## src/rtl/bcd_string_seq_pkg.sv

```systemverilog
// Shared types for the packed-BCD string sequencer and its private ALU.
package bcd_string_seq_pkg;

  typedef enum logic [1:0] {
    BcdAdd4s = 2'd0,
    BcdSub4s = 2'd1,
    BcdCmp4s = 2'd2
  } bcd_op_e;

  typedef enum logic [3:0] {
    StIdle,
    StRdSrc,
    StRdDst,
    StArith,
    StAdjust,
    StWrDst,
    StNext,
    StPad,
    StDone
  } bcd_seq_state_e;

  typedef enum logic [1:0] {
    AluAddc  = 2'd0,
    AluSubc  = 2'd1,
    AluAdj4a = 2'd2,
    AluAdj4s = 2'd3
  } alu_op_e;

  // PSW layout, MSB first; CY is bit 0, Z is bit 6.
  typedef struct packed {
    logic       md;
    logic [2:0] rsv_hi;
    logic       v;
    logic       dir;
    logic       ie;
    logic       brk;
    logic       s;
    logic       z;
    logic       rsv5;
    logic       ac;
    logic       rsv3;
    logic       p;
    logic       rsv1;
    logic       cy;
  } flags_t;

  localparam flags_t FlagsReset = '0;

  localparam int unsigned SetupCycles = 7;
  localparam int unsigned ByteCycles  = 19;

  function automatic flags_t merge_flags(flags_t f, logic cy, logic z);
    flags_t r = f;
    r.cy = cy;
    r.z  = z;
    return r;
  endfunction

endpackage

```

## src/rtl/bcd_string_seq_alu.sv

```systemverilog
// Byte ALU slice: carry add/subtract and the decimal adjust passes.
module bcd_string_seq_alu
  import bcd_string_seq_pkg::*;
(
  input  logic [1:0] op_i,
  input  logic [7:0] ta_i,
  input  logic [7:0] tb_i,
  input  logic       cy_i,
  input  logic       ac_i,
  output logic [7:0] res_o,
  output logic       cy_o,
  output logic       ac_o
);

  logic [8:0] wide;
  logic [4:0] nib;
  logic       lo_fix;
  logic       hi_fix;
  logic [7:0] fix;

  always_comb begin
    wide   = '0;
    nib    = '0;
    lo_fix = 1'b0;
    hi_fix = 1'b0;
    fix    = '0;
    res_o  = ta_i;
    cy_o   = 1'b0;
    ac_o   = 1'b0;
    unique case (alu_op_e'(op_i))
      AluAddc: begin
        wide  = {1'b0, ta_i} + {1'b0, tb_i} + {8'd0, cy_i};
        nib   = {1'b0, ta_i[3:0]} + {1'b0, tb_i[3:0]} + {4'd0, cy_i};
        res_o = wide[7:0];
        cy_o  = wide[8];
        ac_o  = nib[4];
      end
      AluSubc: begin
        wide  = {1'b0, ta_i} - {1'b0, tb_i} - {8'd0, cy_i};
        nib   = {1'b0, ta_i[3:0]} - {1'b0, tb_i[3:0]} - {4'd0, cy_i};
        res_o = wide[7:0];
        cy_o  = wide[8];
        ac_o  = nib[4];
      end
      AluAdj4a, AluAdj4s: begin
        // Both corrections are decided from the unadjusted byte.
        lo_fix = (ta_i[3:0] > 4'd9) || ac_i;
        hi_fix = (ta_i > 8'h99) || cy_i;
        fix    = {(hi_fix ? 4'h6 : 4'h0), (lo_fix ? 4'h6 : 4'h0)};
        res_o  = (alu_op_e'(op_i) == AluAdj4a) ? ta_i + fix : ta_i - fix;
        cy_o   = hi_fix;
        ac_o   = lo_fix;
      end
    endcase
  end

endmodule

```

## src/rtl/bcd_string_seq.sv

```systemverilog
// ADD4S/SUB4S/CMP4S packed-BCD string sequencer beside the execute unit.
// Define BCD_SEQ_TIMING_EN to pad completion to the fixed per-byte cycle budget.
module bcd_string_seq
  import bcd_string_seq_pkg::*;
(
  input  logic        clk_i,
  input  logic        reset_i,
  input  logic        ce_i,
  input  logic        start_i,
  input  logic [1:0]  op_i,
  input  logic [7:0]  count_i,
  input  logic [15:0] src_addr_i,
  input  logic [15:0] dst_addr_i,
  input  logic [15:0] flags_in_i,
  output logic        busy_o,
  output logic        done_o,
  output logic [15:0] flags_out_o,
  output logic        mem_req_o,
  output logic        mem_wr_o,
  output logic        mem_seg_es_o,
  output logic [15:0] mem_addr_o,
  output logic [7:0]  mem_wdata_o,
  input  logic        mem_ack_i,
  input  logic [7:0]  mem_rdata_i
);

  bcd_seq_state_e state_q, state_d;
  bcd_op_e        op_q, op_d;
  logic [7:0]     n_q, n_d, i_q, i_d;
  logic [15:0]    src_q, src_d, dst_q, dst_d;
  flags_t         flags_q, flags_d, flags_out_q, flags_out_d;
  logic           cy_q, cy_d, zacc_q, zacc_d;
  logic [7:0]     sbyte_q, sbyte_d, dbyte_q, dbyte_d;
  logic [7:0]     res_q, res_d, adj_q, adj_d;
  logic           ac_q, ac_d, acy_q, acy_d;
  logic           req_q, req_d, wr_q, wr_d, seg_q, seg_d;
  logic [15:0]    addr_q, addr_d;
  logic [7:0]     wdata_q, wdata_d;

  logic [8:0]     n_sum;
  logic [7:0]     n_start;
  logic           accept;

  logic [1:0]     alu_op;
  logic [7:0]     alu_ta, alu_res;
  logic           alu_cy_in, alu_ac_in, alu_cy, alu_ac;

  // Nine-bit sum so count=255 rounds up to 128 bytes.
  assign n_sum   = {1'b0, count_i} + 9'd1;
  assign n_start = n_sum[8:1];
  assign accept  = (state_q == StIdle) && start_i;

  bcd_string_seq_alu u_alu (
    .op_i (alu_op),
    .ta_i (alu_ta),
    .tb_i (sbyte_q),
    .cy_i (alu_cy_in),
    .ac_i (alu_ac_in),
    .res_o(alu_res),
    .cy_o (alu_cy),
    .ac_o (alu_ac)
  );

  always_comb begin
    alu_op    = AluAddc;
    alu_ta    = dbyte_q;
    alu_cy_in = cy_q;
    alu_ac_in = 1'b0;
    if (state_q == StAdjust) begin
      alu_op    = (op_q == BcdAdd4s) ? AluAdj4a : AluAdj4s;
      alu_ta    = res_q;
      alu_cy_in = acy_q;
      alu_ac_in = ac_q;
    end else if (op_q != BcdAdd4s) begin
      alu_op = AluSubc;
    end
  end

`ifdef BCD_SEQ_TIMING_EN
  logic [15:0] elapsed_q, target_q;
  logic        pad_met;

  assign pad_met = (elapsed_q >= target_q - 16'd1);

  always_ff @(posedge clk_i) begin
    if (reset_i) begin
      elapsed_q <= '0;
      target_q  <= '0;
    end else if (ce_i) begin
      if (accept) begin
        elapsed_q <= 16'd1;
        target_q  <= 16'(SetupCycles) + 16'(n_start) * 16'(ByteCycles);
      end else if (state_q != StIdle && elapsed_q != '1) begin
        elapsed_q <= elapsed_q + 16'd1;
      end
    end
  end
`endif

  always_comb begin
    state_d     = state_q;
    op_d        = op_q;
    n_d         = n_q;
    i_d         = i_q;
    src_d       = src_q;
    dst_d       = dst_q;
    flags_d     = flags_q;
    cy_d        = cy_q;
    zacc_d      = zacc_q;
    sbyte_d     = sbyte_q;
    dbyte_d     = dbyte_q;
    res_d       = res_q;
    adj_d       = adj_q;
    ac_d        = ac_q;
    acy_d       = acy_q;
    req_d       = req_q;
    wr_d        = wr_q;
    seg_d       = seg_q;
    addr_d      = addr_q;
    wdata_d     = wdata_q;
    flags_out_d = flags_out_q;

    unique case (state_q)
      StIdle: begin
        if (start_i) begin
          op_d    = bcd_op_e'(op_i);
          n_d     = n_start;
          i_d     = '0;
          src_d   = src_addr_i;
          dst_d   = dst_addr_i;
          flags_d = flags_t'(flags_in_i);
          cy_d    = 1'b0;
          zacc_d  = 1'b1;
          if (n_start == 8'd0) begin
`ifdef BCD_SEQ_TIMING_EN
            state_d = StPad;
`else
            state_d = StDone;
`endif
          end else begin
            state_d = StRdSrc;
          end
        end
      end
      // Each access issues on its first cycle and retires on ack, so mem_req
      // always drops for at least one cycle between transfers.
      StRdSrc: begin
        if (!req_q) begin
          req_d  = 1'b1;
          wr_d   = 1'b0;
          seg_d  = 1'b0;
          addr_d = src_q + {8'd0, i_q};
        end else if (mem_ack_i) begin
          req_d   = 1'b0;
          sbyte_d = mem_rdata_i;
          state_d = StRdDst;
        end
      end
      StRdDst: begin
        if (!req_q) begin
          req_d  = 1'b1;
          wr_d   = 1'b0;
          seg_d  = 1'b1;
          addr_d = dst_q + {8'd0, i_q};
        end else if (mem_ack_i) begin
          req_d   = 1'b0;
          dbyte_d = mem_rdata_i;
          state_d = StArith;
        end
      end
      StArith: begin
        res_d   = alu_res;
        ac_d    = alu_ac;
        acy_d   = alu_cy;
        state_d = StAdjust;
      end
      StAdjust: begin
        adj_d   = alu_res;
        cy_d    = alu_cy;
        zacc_d  = zacc_q & (alu_res == 8'd0);
        state_d = (op_q == BcdCmp4s) ? StNext : StWrDst;
      end
      StWrDst: begin
        if (!req_q) begin
          req_d   = 1'b1;
          wr_d    = 1'b1;
          seg_d   = 1'b1;
          addr_d  = dst_q + {8'd0, i_q};
          wdata_d = adj_q;
        end else if (mem_ack_i) begin
          req_d   = 1'b0;
          state_d = StNext;
        end
      end
      StNext: begin
        i_d = i_q + 8'd1;
        if ((i_q + 8'd1) < n_q) begin
          state_d = StRdSrc;
        end else begin
`ifdef BCD_SEQ_TIMING_EN
          state_d = pad_met ? StDone : StPad;
`else
          state_d = StDone;
`endif
        end
      end
`ifdef BCD_SEQ_TIMING_EN
      StPad: begin
        if (pad_met) state_d = StDone;
      end
`endif
      StDone: state_d = StIdle;
      default: state_d = StIdle;
    endcase

    if (state_d == StDone && state_q != StDone) begin
      flags_out_d = merge_flags(flags_d, cy_d, zacc_d);
    end
  end

  always_ff @(posedge clk_i) begin
    if (reset_i) begin
      state_q     <= StIdle;
      op_q        <= BcdAdd4s;
      n_q         <= '0;
      i_q         <= '0;
      src_q       <= '0;
      dst_q       <= '0;
      flags_q     <= FlagsReset;
      cy_q        <= 1'b0;
      zacc_q      <= 1'b1;
      sbyte_q     <= '0;
      dbyte_q     <= '0;
      res_q       <= '0;
      adj_q       <= '0;
      ac_q        <= 1'b0;
      acy_q       <= 1'b0;
      req_q       <= 1'b0;
      wr_q        <= 1'b0;
      seg_q       <= 1'b0;
      addr_q      <= '0;
      wdata_q     <= '0;
      flags_out_q <= FlagsReset;
    end else if (ce_i) begin
      state_q     <= state_d;
      op_q        <= op_d;
      n_q         <= n_d;
      i_q         <= i_d;
      src_q       <= src_d;
      dst_q       <= dst_d;
      flags_q     <= flags_d;
      cy_q        <= cy_d;
      zacc_q      <= zacc_d;
      sbyte_q     <= sbyte_d;
      dbyte_q     <= dbyte_d;
      res_q       <= res_d;
      adj_q       <= adj_d;
      ac_q        <= ac_d;
      acy_q       <= acy_d;
      req_q       <= req_d;
      wr_q        <= wr_d;
      seg_q       <= seg_d;
      addr_q      <= addr_d;
      wdata_q     <= wdata_d;
      flags_out_q <= flags_out_d;
    end
  end

  // The start term makes busy visible in the request cycle itself.
  assign busy_o       = (state_q != StIdle) || (start_i && ce_i && !reset_i);
  assign done_o       = (state_q == StDone);
  assign flags_out_o  = flags_out_q;
  assign mem_req_o    = req_q;
  assign mem_wr_o     = wr_q;
  assign mem_seg_es_o = seg_q;
  assign mem_addr_o   = addr_q;
  assign mem_wdata_o  = wdata_q;

endmodule

```

## config.mk

```make
export PLATFORM = sky130hd
export DESIGN_NAME = bcd_string_seq
export DESIGN_NICKNAME = d
export VERILOG_FILES = /design/src/rtl/bcd_string_seq_pkg.sv /design/src/rtl/bcd_string_seq_alu.sv /design/src/rtl/bcd_string_seq.sv
export SDC_FILE = /design/constraint.sdc
export NUM_CORES = 1
export LEC_CHECK = 0
export ABC_AREA = 1
export ABC_CLOCK_PERIOD_IN_PS = 7300
export BUFFER_PORTS_ARGS = -buffer_cell sky130_fd_sc_hd__buf_2
export CORE_UTILIZATION = 55
export CTS_BUF_LIST = sky130_fd_sc_hd__clkbuf_8 sky130_fd_sc_hd__clkbuf_16
export CTS_CLUSTER_DIAMETER = 120
export CTS_CLUSTER_SIZE = 25
export DETAILED_ROUTE_END_ITERATION = 10
export PLACE_DENSITY = 0.78
export SYNTH_ARGS = -nofsm -noshare
export SYNTH_HDL_FRONTEND = slang
export SYNTH_SLANG_ARGS = --single-unit
export TNS_END_PERCENT = 100
```

## constraint.sdc

```tcl
create_clock -name clk_i -period 7.3 [get_ports clk_i]
set_input_delay 0.73 -clock clk_i [delete_from_list [all_inputs] [get_ports clk_i]]
set_output_delay 0.73 -clock clk_i [all_outputs]
set_load 0.05 [all_outputs]
```

Word level (Yosys, flattened, before mapping):

Index checks and enable logic that the tools add are counted.

* input port bits: 71
* logic and storage cells: 156
* bits in registers: 149
* bits in latches: 0
* bits in writable memories: 0
* memory bits (read-only): 0
* memories: 0

* div/mod/pow operators: 0
* $lt $le $gt $ge: 3
* $mul: 0
* $add $sub $neg: 14
* shifts and indexed selects: 0
* mux-type cells: 40
* bitwise logic cells: 2
* reduce and logical (&&, ||, !) cells: 32
* equality and inequality tests: 18

Operator list (count)
* 2-to-1 mux 16 bit: 4
* 2-to-1 mux 4 bit: 9
* adder 16 x 8 -> 16 bit: 2
* case mux 16 bit (2 select lines): 1
* case mux 4 bit (7 select lines): 1
* 2-to-1 mux 8 bit: 3
* case mux 8 bit (3 select lines): 1
* zero test 8 bit: 2
* case mux 8 bit (2 select lines): 1
* AND reduction 4 bit: 4
* == test 4 x 3 -> 1 bit, second input constant: 3
* 2-to-1 mux 1 bit: 10
* != test 2 bit, second input constant: 5
* adder 8 x 1 -> 9 bit, second input constant: 1
* adder 8 x 8 -> 9 bit: 1
* adder 9 x 1 -> 9 bit: 1
* AND reduction 3 bit: 3
* subtractor 8 x 8 -> 9 bit: 1
* subtractor 9 x 1 -> 9 bit: 1
* adder 8 x 1 -> 8 bit, second input constant: 1
* adder 8 bit: 1
* == test 4 x 2 -> 1 bit, second input constant: 2
* == test 4 bit, second input constant: 2
* > comparator 8 bit, second input constant: 1
* other kinds (27): 48

Longest topological paths before layout:

Gate-level depths: netlist of run 1.

* word-level depth: 11
* gate-level depth with buffers: 27
* gate-level depth less buffers: 26

Hierarchy:

A second synthesis of run 1 with hierarchy kept.

* cells, all modules: 1273
* area, all modules: 8669.6 sq um

By module, submodules not included
* bcd_string_seq: cells each 995, instances 1, area each 7088.0 sq um
* bcd_string_seq_alu: cells each 278, instances 1, area each 1581.5 sq um

Least setup slack after synthesis of run 1:

Ideal clock, no wire load.

* path kind: input to output
* start point: input port ce_i
* end point: output port busy_o
* arrival time: 2.399 ns
* buffers on the path: 2
* data required time: 6.570 ns
* stages on the path: 4
* path slack: 4.171 ns
* cell sequence: inv_2 -> buf_1 -> clkbuf_1 -> o31ai_1

* longest elaborated chain between the ends: 3

RTL lines
* start, declared: line bcd_string_seq.sv:8 `input logic ce_i,`
* logical AND 1 bit (2 in series): line bcd_string_seq.sv:270 `assign busy_o = (state_q != StIdle) || (start_i && ce_i && !reset_i);`
* logical OR 1 bit: line bcd_string_seq.sv:270
* end, declared: line bcd_string_seq.sv:15 `output logic busy_o,`

No other way between the ends.

Final worst setup path of run 1:

* start point: register state_q[0]
* end point: register dst_q[5]

* longest elaborated chain between the ends: 2

RTL lines
* start, declared: line bcd_string_seq.sv:27 `bcd_seq_state_e state_q, state_d;`
* start signal, assigned: line bcd_string_seq.sv:223 `state_q <= StIdle;`
* start signal, assigned: line bcd_string_seq.sv:245 `state_q <= state_d;`
* zero test 4 bit: line bcd_string_seq.sv:123 `unique case (state_q)`
* AND reduction 3 bit (no line)
* end signal, assigned: line bcd_string_seq.sv:250 `dst_q <= dst_d;`
* end, declared: line bcd_string_seq.sv:30 `logic [15:0] src_q, src_d, dst_q, dst_d;`

No other way between the ends.
A chain may end at the register's enable or synchronous reset.

==> summary.md, run 1 <==
| Metric | Value |
|---|---|
| GRT Total Usage | 27.0% |
| Pint | 1420 uW |
| Clock Power Share | 40.2% |
| Pin count of the biggest net entering global routing | 59 |
| Fin. max-slew vios | 0 |
| Grt total ovfl | 0 |
| DR iter-0 viols | 512 |
| Final hold violations | 0 |
| Initial antenna violation count | 0 |
| Worst slack at placement | 3.29 ns |
| R2R Setup Slk | 3.29 ns |
| Cts bufs inserted | 17 |
| Wire per inst | 13.6 um |
| Synthesis-stage register bit count | 147 |
| Top_reg_cell synth | dfxtp_1 |
| Sw Share | 28.9% |
| I/O Pins | 116 |
| Leak | 0.00444 uW |
| CP max FO | 36 |
| Buffers on Ports | 113 |
| Async set or reset register ratio after synthesis | 0% |
| Postcts setup bufs | 0 |
| Post-route setup TNS | 0 ns |
| Post-synthesis sequential area ratio | 36.6% |
| Clock Path Buffers | 2 |
| DR vias | 7532 |
| Reg2reg end | dst_q[5]$_SDFFE_PP0P_ |
| H-Tree Depth | 4 |
| Drt drc | 0 |
| Total power | 2000 uW |
| Worst setup SP type | flop |
| Delay-heaviest family, CP | simple AND/OR/NAND/NOR gates |
| Clock Skew | 0.0103 ns |
| Hold path cells | 2 |
| Post-synth cell types | 47 |
| Worst slew margin | 34.8% |
| Die width | 123 um |
| Switching Power | 579 uW |
| Quantity of gates resized following cts | 0 |
| # rows | 43 |
| Signal arrival time at the worst endpoint | 4.31 ns |
| Initial core utilization | 57.2% |
| Reg2Reg Launch Point | state_q[0]$_SDFFE_PP0P_ |
| PnR worst setup slack | 3.29 ns |
| Final net count | 1338 |
| Syn avg cell area | 7.10 um2 |
| Clock latency on the worst-skew pair | 0.42 ns |
| Ant. Diodes | 0 |
| Sequential Power Share | 42.9% |
| Fraction of the cycle the final worst path needs | 55.0% |
| Post-Syn Nets | 1247 |
| Synth warn | 0 |
| WP buf/inv | 3 |
| Status | completed |
| Detailed Routing Iterations Pass 1 | 5 |
| Fmax | 249 MHz |
| Largest family of logic cells by synthesized area | compound AO/OA/AOI/OAI gates |
| Synth top area cells | dfxtp_1 (37%), o21ai_0 (8.4%), a21oi_1 (7.8%) |
| Post-synth EDFFs | 0 |
| Crit-path max cell delay | 0.93 ns |
| Post-Syn Instances | 1132 |
| Die Y | 123 um |
| Post-synthesis compound-gate area fraction | 21.8% |
| Final WL | 19300 um |
| RSZ-0062 raised after global routing | no |
| Hold Crit Class | flop to flop |
| Setup crit end kind | flop |
| Post-DP HPWL | 14000 um |
| R2R cell count | 9 |
| Clock Tree Root | clkbuf_16 |
| Mux cell area share after synthesis | 0% |
| Hold Startpoint | dst_q[4]$_SDFFE_PP0P_ |
| Mapped cell area | 8040 um2 |
| Max Cap Viol | 0 |
| Core Box Area | 14000 um2 |
| Least-Margin Pin Slew | 0.977 ns |
| Clock-pin slew on the worst setup and hold paths | 0.06 ns |
| Simple-gate share of the synthesized area | 21.7% |
| Post-synthesis xor/xnor area fraction | 2.83% |
| Leading area contributor after synthesis | dfxtp_1 |
| Vias per std cell | 5.32 |
| Slowest CP cell | nor2_2 |
| Vias in the first global route | 6839 |
| First-pass GRT wire length | 31800 um |
| Share of the synthesized area in the top cell type | 36.6% |
| Setup violations, final | 0 |
| Adder-Cell Fraction of Synth Area | 7.32% |
| Share of cells above drive strength 1 | 16.1% |
| Crit Path Class | flop to flop |
| Area Overhead vs Synth | 14.7% |
| Hold_buf cts | 0 |
| Fin crit period | 4.01 ns |
| TritonCTS clock tree | yes |
| Post-route ant nets | 0 |
| Power density over the cells | 217 nW/um2 |
| Critical Path, Cell by Cell | nor2_4, inv_1, nor2_1, nand2_1, nor2_2, clkinv_1, buf_4, o21ai_0, a21oi_1 |
| WP data required | 7.60 ns |
| Worst Hold End | dst_q[4]$_SDFFE_PP0P_ |
| VDD IR max | 191 uV |
| Die area | 15100 um2 |
| Comb power frac | 16.9% |
| CTS Sinks | 147 |
| GP Congestion | 0.949 |
==> power by group through the flow <==
stage               clock network, uW  registers [uW]  logic, uW
floorplan                           0             905        216
global placement                    0             873        332
detailed placement                  0             874        336
CTS                               812             857        339
global route                      849             861        381
finish                            804             858        339
==> worst max path at each step <==
stage / start / end / slack (ns) / cells after the start
floorplan: ce_i / busy_o / 4.17 / 4
global placement: state_q[0]$_SDFFE_PP0P_ / dst_q[5]$_SDFFE_PP0P_ / 3.39 / 9
detailed placement: state_q[0]$_SDFFE_PP0P_ / dst_q[5]$_SDFFE_PP0P_ / 3.29 / 9
CTS: state_q[0]$_SDFFE_PP0P_ / dst_q[5]$_SDFFE_PP0P_ / 3.31 / 9
global route: state_q[0]$_SDFFE_PP0P_ / dst_q[0]$_SDFFE_PP0P_ / 2.88 / 9
finish: state_q[0]$_SDFFE_PP0P_ / dst_q[5]$_SDFFE_PP0P_ / 3.29 / 9
==> layer usage <==
layer / global-route usage, % / up-vias / part of all wire, %
met2: 43.7 / 206 / 47
met3: 6.74 / 23 / 5.7
met1: 35.1 / 3398 / 46
met5: 0 / - / 0
li1: - / 3905 / -
met4: 8.31 / 0 / 1.5
==> worst min-delay path, stage by stage (launching register included) <==
cell     delay [ns]
dfxtp_1        0.29
inv_1          0.05
a21oi_1        0.05
==> cell usage after synthesis, types with 9 or more instances <==
cell / n
nand2_1: 168
inv_1: 148
dfxtp_1: 147
o21ai_0: 135
a21oi_1: 126
nor2_1: 105
nand3_1: 53
ha_1: 39
clkbuf_1: 36
a31oi_1: 17
xor2_1: 17
o21bai_1: 13
inv_2: 11
nand4_1: 11
nand2_2: 10
o211ai_1: 10
o21ai_1: 9
xnor2_1: 9
==> layout by cell type, fill, tap and decap left out, types with 5 or more instances in the layout <==
cell / n
xor2_1: 17
ha_1: 39
clkbuf_16: 17
dfxtp_1: 147
o21bai_1: 13
o21ai_2: 5
a21oi_1: 126
xnor2_1: 9
nor2_2: 8
nand4_1: 11
o21ai_0: 135
nand3_1: 53
a31oi_1: 17
nand2_2: 10
o21ai_1: 9
nand3b_1: 5
nand2_1: 168
fa_1: 5
nor2_1: 105
inv_1: 150
buf_2: 113
o211ai_1: 10
inv_2: 12
==> cell families (layout without fill, tap and decap cells) <==
| kind of cell | after synthesis | count (layout) |
|---|---|---|
| AO/OA/AOI/OAI | 324 | 324 |
| XOR/XNOR | 26 | 26 |
| adder cells (fa/ha/maj) | 44 | 44 |
| buffers and inverters | 206 | 309 |
| flip-flops | 147 | 147 |
| AND/OR/NAND/NOR | 385 | 385 |
==> registers in the layout, summed over array words and instances, names as in the netlist, 2 cells and up <==
signal / cells
dst_q: 16
flags_out_o: 16
mem_addr_o: 16
src_q: 16
flags_q: 14
adj_q: 8
dbyte_q: 8
i_q: 8
mem_wdata_o: 8
n_q: 8
res_q: 8
sbyte_q: 8
state_q: 4
op_q: 2
==> area by class of cell <==
class                           count  area [um2]
Multi-Input combinational cell    779        4300
Timing Repair Buffer              116         588
Tap cell                          180         225
Clock buffer                       19         453
Sequential cell                   147        2940
Fill cell                        1244        4820
Clock inverter                     12        93.8
Inverter                          162         613
==> stage by stage <==
stage	hold WS [ns]	std cells	area, um2	utilization (%)
2_1_floorplan	0.425	1132	8040	-
3_3_place_gp	0.435	1384	8670	61.8
3_5_place_dp	0.442	1384	8670	61.8
4_1_cts	0.451	1415	9220	65.7
5_1_grt	0.470	1415	9220	65.7
6_report	0.447	1415	9220	65.7
Power figures use the tool's default switching activity.
==> inputs of run 2 (changes only) <==
ABC_CLOCK_PERIOD_IN_PS = 3700   (was 7300)
clock period = 3.7 ns   (was 7.3 ns; I/O delays follow)
==> summary.md, run 2 (synthesized netlist as in run 1, its figures left out) <==
| Metric | Value |
|---|---|
| Worst slew margin | 34.5% |
| DR iter-0 viols | 491 |
| Reg2reg end | acy_q$_SDFFE_PP0P_ |
| Met3 Track Usage GR | 5.39% |
| Initial core utilization | 57.2% |
| RSZ-0062 raised after global routing | no |
| Die Y | 123 um |
| Peak-usage layer in the global routing report | met2 |
| Buffers on Ports | 113 |
| VDD IR max | 370 uV |
| CTS Sinks | 147 |
| CP max FO | 17 |
| Signal arrival time at the worst endpoint | 3.65 ns |
| Hold Crit Class | input pin to flop |
| GRT Total Usage | 27.4% |
| R2R Setup Slk | 0.34 ns |
| Detailed Routing Iterations Pass 1 | 5 |
| Final WL | 19800 um |
| I/O Pins | 116 |
| DR vias | 7695 |
| Total power | 4110 uW |
| Crit-path max cell delay | 0.38 ns |
| Placed cell count | 1395 |
| Status | completed |
| Grt total ovfl | 0 |
| Post-route ant nets | 0 |
| Leak | 0.00452 uW |
| Most frequent cells in the layout | nand2_1 (168), inv_1 (149), dfxtp_1 (145), o21ai_0 (135), a21oi_1 (126) |
| Final hold violations | 0 |
| R2R cell count | 20 |
| Die width | 123 um |
| Clock-pin slew on the worst setup and hold paths | 0.06 ns |
| Setup violations, final | 0 |
| Clock Path Buffers | 2 |
| Met2 track demand over resource | 44.5% |
| Clock latency on the worst-skew pair | 0.43 ns |
| Fraction of the cycle the final worst path needs | 90.8% |
| Clock Skew | 0.0131 ns |
| CP startpoint | state_q[2]$_SDFFE_PP0P_ |
| Ant. Diodes | 0 |
| Share of cells above drive strength 1 | 17.2% |
| Initial antenna violation count | 0 |
| Critical Path, Cell by Cell | inv_2, nor2_4, nand2_4, inv_2, or2_2, o21ai_0, ha_1, inv_1, ha_1, nand2_1, inv_1, nand4_1, nand3_1, nand2_1, inv_1, o21ai_0, nand2_1, xnor2_1, o21bai_1, a21oi_1 |
| Fin crit period | 3.36 ns |
| Worst slack at placement | 0.284 ns |
| Fill count | 1213 |
| Cts bufs inserted | 17 |
| PnR worst setup slack | 0.341 ns |
| Reg2Reg Launch Point | state_q[2]$_SDFFE_PP0P_ |
| TritonCTS clock tree | yes |
| Vias in the first global route | 6831 |
| Hold_buf cts | 0 |
| Most common cell after layout, fill and taps aside | nand2_1 |
| Non-Filler Instances | 1427 |
| Power density over the cells | 439 nW/um2 |
| Core Box Area | 14000 um2 |
| Wire per inst | 13.9 um |
| GP Congestion | 0.937 |
| # rows | 43 |
| Slowest CP cell | ha_1 |
| Area Overhead vs Synth | 16.4% |
| Crit Path Class | flop to flop |
| Setup crit end kind | flop |
| Met1 Use GR | 35.4% |
| Fmax | 298 MHz |
| First-pass GRT wire length | 31900 um |
| Max Cap Viol | 0 |
| Worst setup SP type | flop |
| Final net count | 1349 |
| Worst setup path end | acy_q$_SDFFE_PP0P_ |
| Least-Margin Pin Slew | 0.981 ns |
| Post-DP HPWL | 14400 um |
| Fin. max-slew vios | 0 |
| H-Tree Depth | 4 |
| Pin count of the biggest net entering global routing | 51 |
| Die area | 15100 um2 |
| WP data required | 3.99 ns |
| Vias per std cell | 5.39 |
| Drt drc | 0 |
| Clock Tree Root | clkbuf_16 |
| Post-route setup TNS | 0 ns |
run 2: cell types whose count changed in the layout (fill, tap and decap cells not counted):
cell,change
inv_6,+1
clkinv_4,+1
clkbuf_8,-2
bufinv_16,+2
inv_1,-1
dfxtp_2,+2
buf_4,+11
dfxtp_1,-2
run 2: final cells by class:
type / instances / area (um2) / share of cell area, %
clock buffer: 17 / 425 / 4.55
clock inverter: 15 / 168 / 1.79
inverter: 162 / 613 / 6.56
multi-input combinational: 779 / 4300 / 46.0
sequential: 147 / 2950 / 31.5
tap: 180 / 225 / 2.41
timing repair buffer: 127 / 671 / 7.17
run 2: critical path: cells and delay by family (launching register included):
family                   cells  cell delay (ns)
adder cells (fa/ha/maj)      2             0.74
XOR/XNOR                     1             0.13
AND/OR/NAND/NOR              8             0.91
AO/OA/AOI/OAI                4             0.64
flip-flops                   1             0.35
buffers and inverters        5             0.44
run 2: how the worst min path moves through the flow:
stage,slack (ns),start,to,cells past startpoint
detailed placement,0.44,dst_q[4]$_SDFFE_PP0P_,dst_q[4]$_SDFFE_PP0P_,2
global route,0.15,mem_ack_i,mem_req_o$_SDFFE_PP0P_,2
floorplan,0.42,dst_q[0]$_SDFFE_PP0P_,dst_q[0]$_SDFFE_PP0P_,2
finish,0.14,mem_ack_i,mem_req_o$_SDFFE_PP0P_,2
CTS,0.13,mem_ack_i,mem_req_o$_SDFFE_PP0P_,2
global placement,0.43,dst_q[7]$_SDFFE_PP0P_,dst_q[7]$_SDFFE_PP0P_,2
run 2: stage by stage:
| stage | utilization [%] | hold WS, ns | instance area [um2] |
|---|---|---|---|
| after CTS | 66.6 | 0.131 | 9350 |
| after global placement | 62.4 | 0.433 | 8760 |
| after floorplan | - | 0.425 | 8040 |
| after detailed placement | 62.4 | 0.438 | 8760 |
| final | 66.6 | 0.142 | 9350 |
| after global routing | 66.6 | 0.149 | 9350 |
run 2: routing by layer:
metal	wire, um	part of all wire [%]
met5	0	0
met4	428	2.2
met3	1090	5.5
met2	9380	47
met1	8940	45
run 2: timing repair:
| item | CTS | global route |
|---|---|---|
| setup buffers | 0 | 0 |
| gates resized for setup | 0 | 2 |
| setup endpoints to repair | 0 | 10 |
run 2: power breakdown:
part	leakage (uW)	total, uW	switching, uW	internal (uW)
Sequential	0.00120	1690	37.5	1660
Clock	0.000295	1730	680	1050
Combinational	0.00302	680	465	215
==> inputs of run 3 (changes only) <==
RECOVER_POWER = 50   (was unset)
==> summary.md, run 3 (synthesized netlist as in run 1, its figures left out) <==
| Metric | Value |
|---|---|
| Status | completed |
| Ant. Diodes | 0 |
| Vias per std cell | 5.36 |
| Drt drc | 0 |
| Final hold slack | 0.142 ns |
| Initial antenna violation count | 0 |
| GRT Total Usage | 27.4% |
| Crit Path Class | flop to flop |
| RSZ-0062 raised after global routing | no |
| Die Y | 123 um |
| Fin. max-slew vios | 0 |
| Most frequent cells in the layout | nand2_1 (168), inv_1 (151), dfxtp_1 (145), o21ai_0 (135), a21oi_1 (126) |
| Max Cap Viol | 0 |
| Post-route setup TNS | 0 ns |
| Fraction of the cycle the final worst path needs | 90.8% |
| TritonCTS clock tree | yes |
| Signal arrival time at the worst endpoint | 3.72 ns |
| Setup violations, final | 0 |
| Post-DP HPWL | 14400 um |
| DR vias | 7648 |
| VDD IR max | 370 uV |
| Wire per inst | 13.9 um |
| First-pass GRT wire length | 31900 um |
| Core Box Area | 14000 um2 |
| Pin count of the biggest net entering global routing | 51 |
| Clock Path Buffers | 2 |
| Vias in the first global route | 6831 |
| Clock Skew | 0.0155 ns |
| WP data required | 4.06 ns |
| Final hold violations | 0 |
| Grt total ovfl | 0 |
| Clock latency on the worst-skew pair | 0.44 ns |
| Fin util | 66.1% |
| Hold Crit Class | input pin to flop |
| Detailed Routing Iterations Pass 1 | 5 |
| Clock-pin slew on the worst setup and hold paths | 0.06 ns |
| Clock Tree Root | clkbuf_16 |
| Final net count | 1349 |
| I/O Pins | 116 |
| Buffers on Ports | 113 |
| GP Congestion | 0.937 |
| CTS Sinks | 147 |
| DR iter-0 viols | 515 |
| Die area | 15100 um2 |
| Hold_buf cts | 0 |
| Fmax | 298 MHz |
| Setup crit end kind | flop |
| H-Tree Depth | 4 |
| Leak | 0.00432 uW |
| Power density over the cells | 441 nW/um2 |
| Initial core utilization | 57.2% |
| # rows | 43 |
| Least-Margin Pin Slew | 0.984 ns |
| Area Overhead vs Synth | 15.6% |
| Final WL | 19900 um |
| Most common cell after layout, fill and taps aside | nand2_1 |
| Worst setup SP type | flop |
| Worst slew margin | 34.3% |
| Post-route ant nets | 0 |
| Die width | 123 um |
| Cts bufs inserted | 17 |
| Share of cells above drive strength 1 | 13.2% |
| Fin crit period | 3.36 ns |
| CP max FO | 10 |
==> run 3: final timing paths <==
path / startpoint / endpoint / slack (ns) / cells after the start
setup / recovery: state_q[0]$_SDFFE_PP0P_ / mem_addr_o[15]$_SDFFE_PP0P_ / 0.34 / 19
hold / removal: mem_ack_i / mem_req_o$_SDFFE_PP0P_ / 0.14 / 2
setup reg to reg: state_q[0]$_SDFFE_PP0P_ / mem_addr_o[15]$_SDFFE_PP0P_ / 0.34 / 19
hold reg to reg: dst_q[3]$_SDFFE_PP0P_ / dst_q[3]$_SDFFE_PP0P_ / 0.45 / 2
==> run 3: report_power, final <==
| part | leakage, uW | total, uW | internal (uW) | switching [uW] |
|---|---|---|---|---|
| clock network | 0.000295 | 1730 | 1050 | 681 |
| logic | 0.00283 | 672 | 207 | 464 |
| registers | 0.00120 | 1690 | 1660 | 37.9 |
| total | 0.00432 | 4100 | 2920 | 1180 |
==> run 3: repair_timing <==
action,4_1_cts,5_1_grt
setup buffers,0,0
endpoints found under the setup margin,0,10
gates resized for setup,0,2
==> run 3: layout make-up <==
cell class / instances / area [um2]
clock inverter: 15 / 168
tap: 180 / 225
multi-input combinational: 779 / 4300
sequential: 147 / 2950
inverter: 162 / 613
timing repair buffer: 127 / 611
clock buffer: 17 / 425
fill: 1244 / 4750
==> run 3: worst max-delay path: stages, from the launching register on <==
cell	delay [ns]
dfxtp_2	0.41
inv_2	0.06
nor2_2	0.12
inv_1	0.12
nor2_8	0.20
nor2_4	0.10
nand2_1	0.08
o21ai_0	0.16
ha_1	0.33
a21oi_1	0.06
nor2_1	0.09
nor2_1	0.06
o21ai_0	0.29
a21oi_1	0.11
o21ai_0	0.30
nand2_1	0.15
a21boi_2	0.21
nand4_1	0.13
xor2_1	0.17
a21oi_1	0.14
==> run 3: stage by stage <==
stage | area, um2 | instances | worst slack [ns] | total power, uW
4_1_cts | 9350 | 1427 | 0.267 | 4120
3_3_place_gp | 8760 | 1395 | 0.349 | 2380
2_1_floorplan | 8040 | 1132 | 0.585 | 2210
5_1_grt | 9290 | 1427 | 0.00854 | 4270
3_5_place_dp | 8760 | 1395 | 0.284 | 2400
6_report | 9290 | 1427 | 0.341 | 4100
==> run 3: layer usage <==
| metal | global-route usage [%] | vias up | part of all wire [%] |
|---|---|---|---|
| met1 | 35.4 | 3464 | 46 |
| li1 | - | 3931 | - |
| met4 | 11.2 | 0 | 2.2 |
| met5 | 0 | - | 0 |
| met2 | 44.5 | 219 | 47 |
| met3 | 5.39 | 34 | 5.1 |
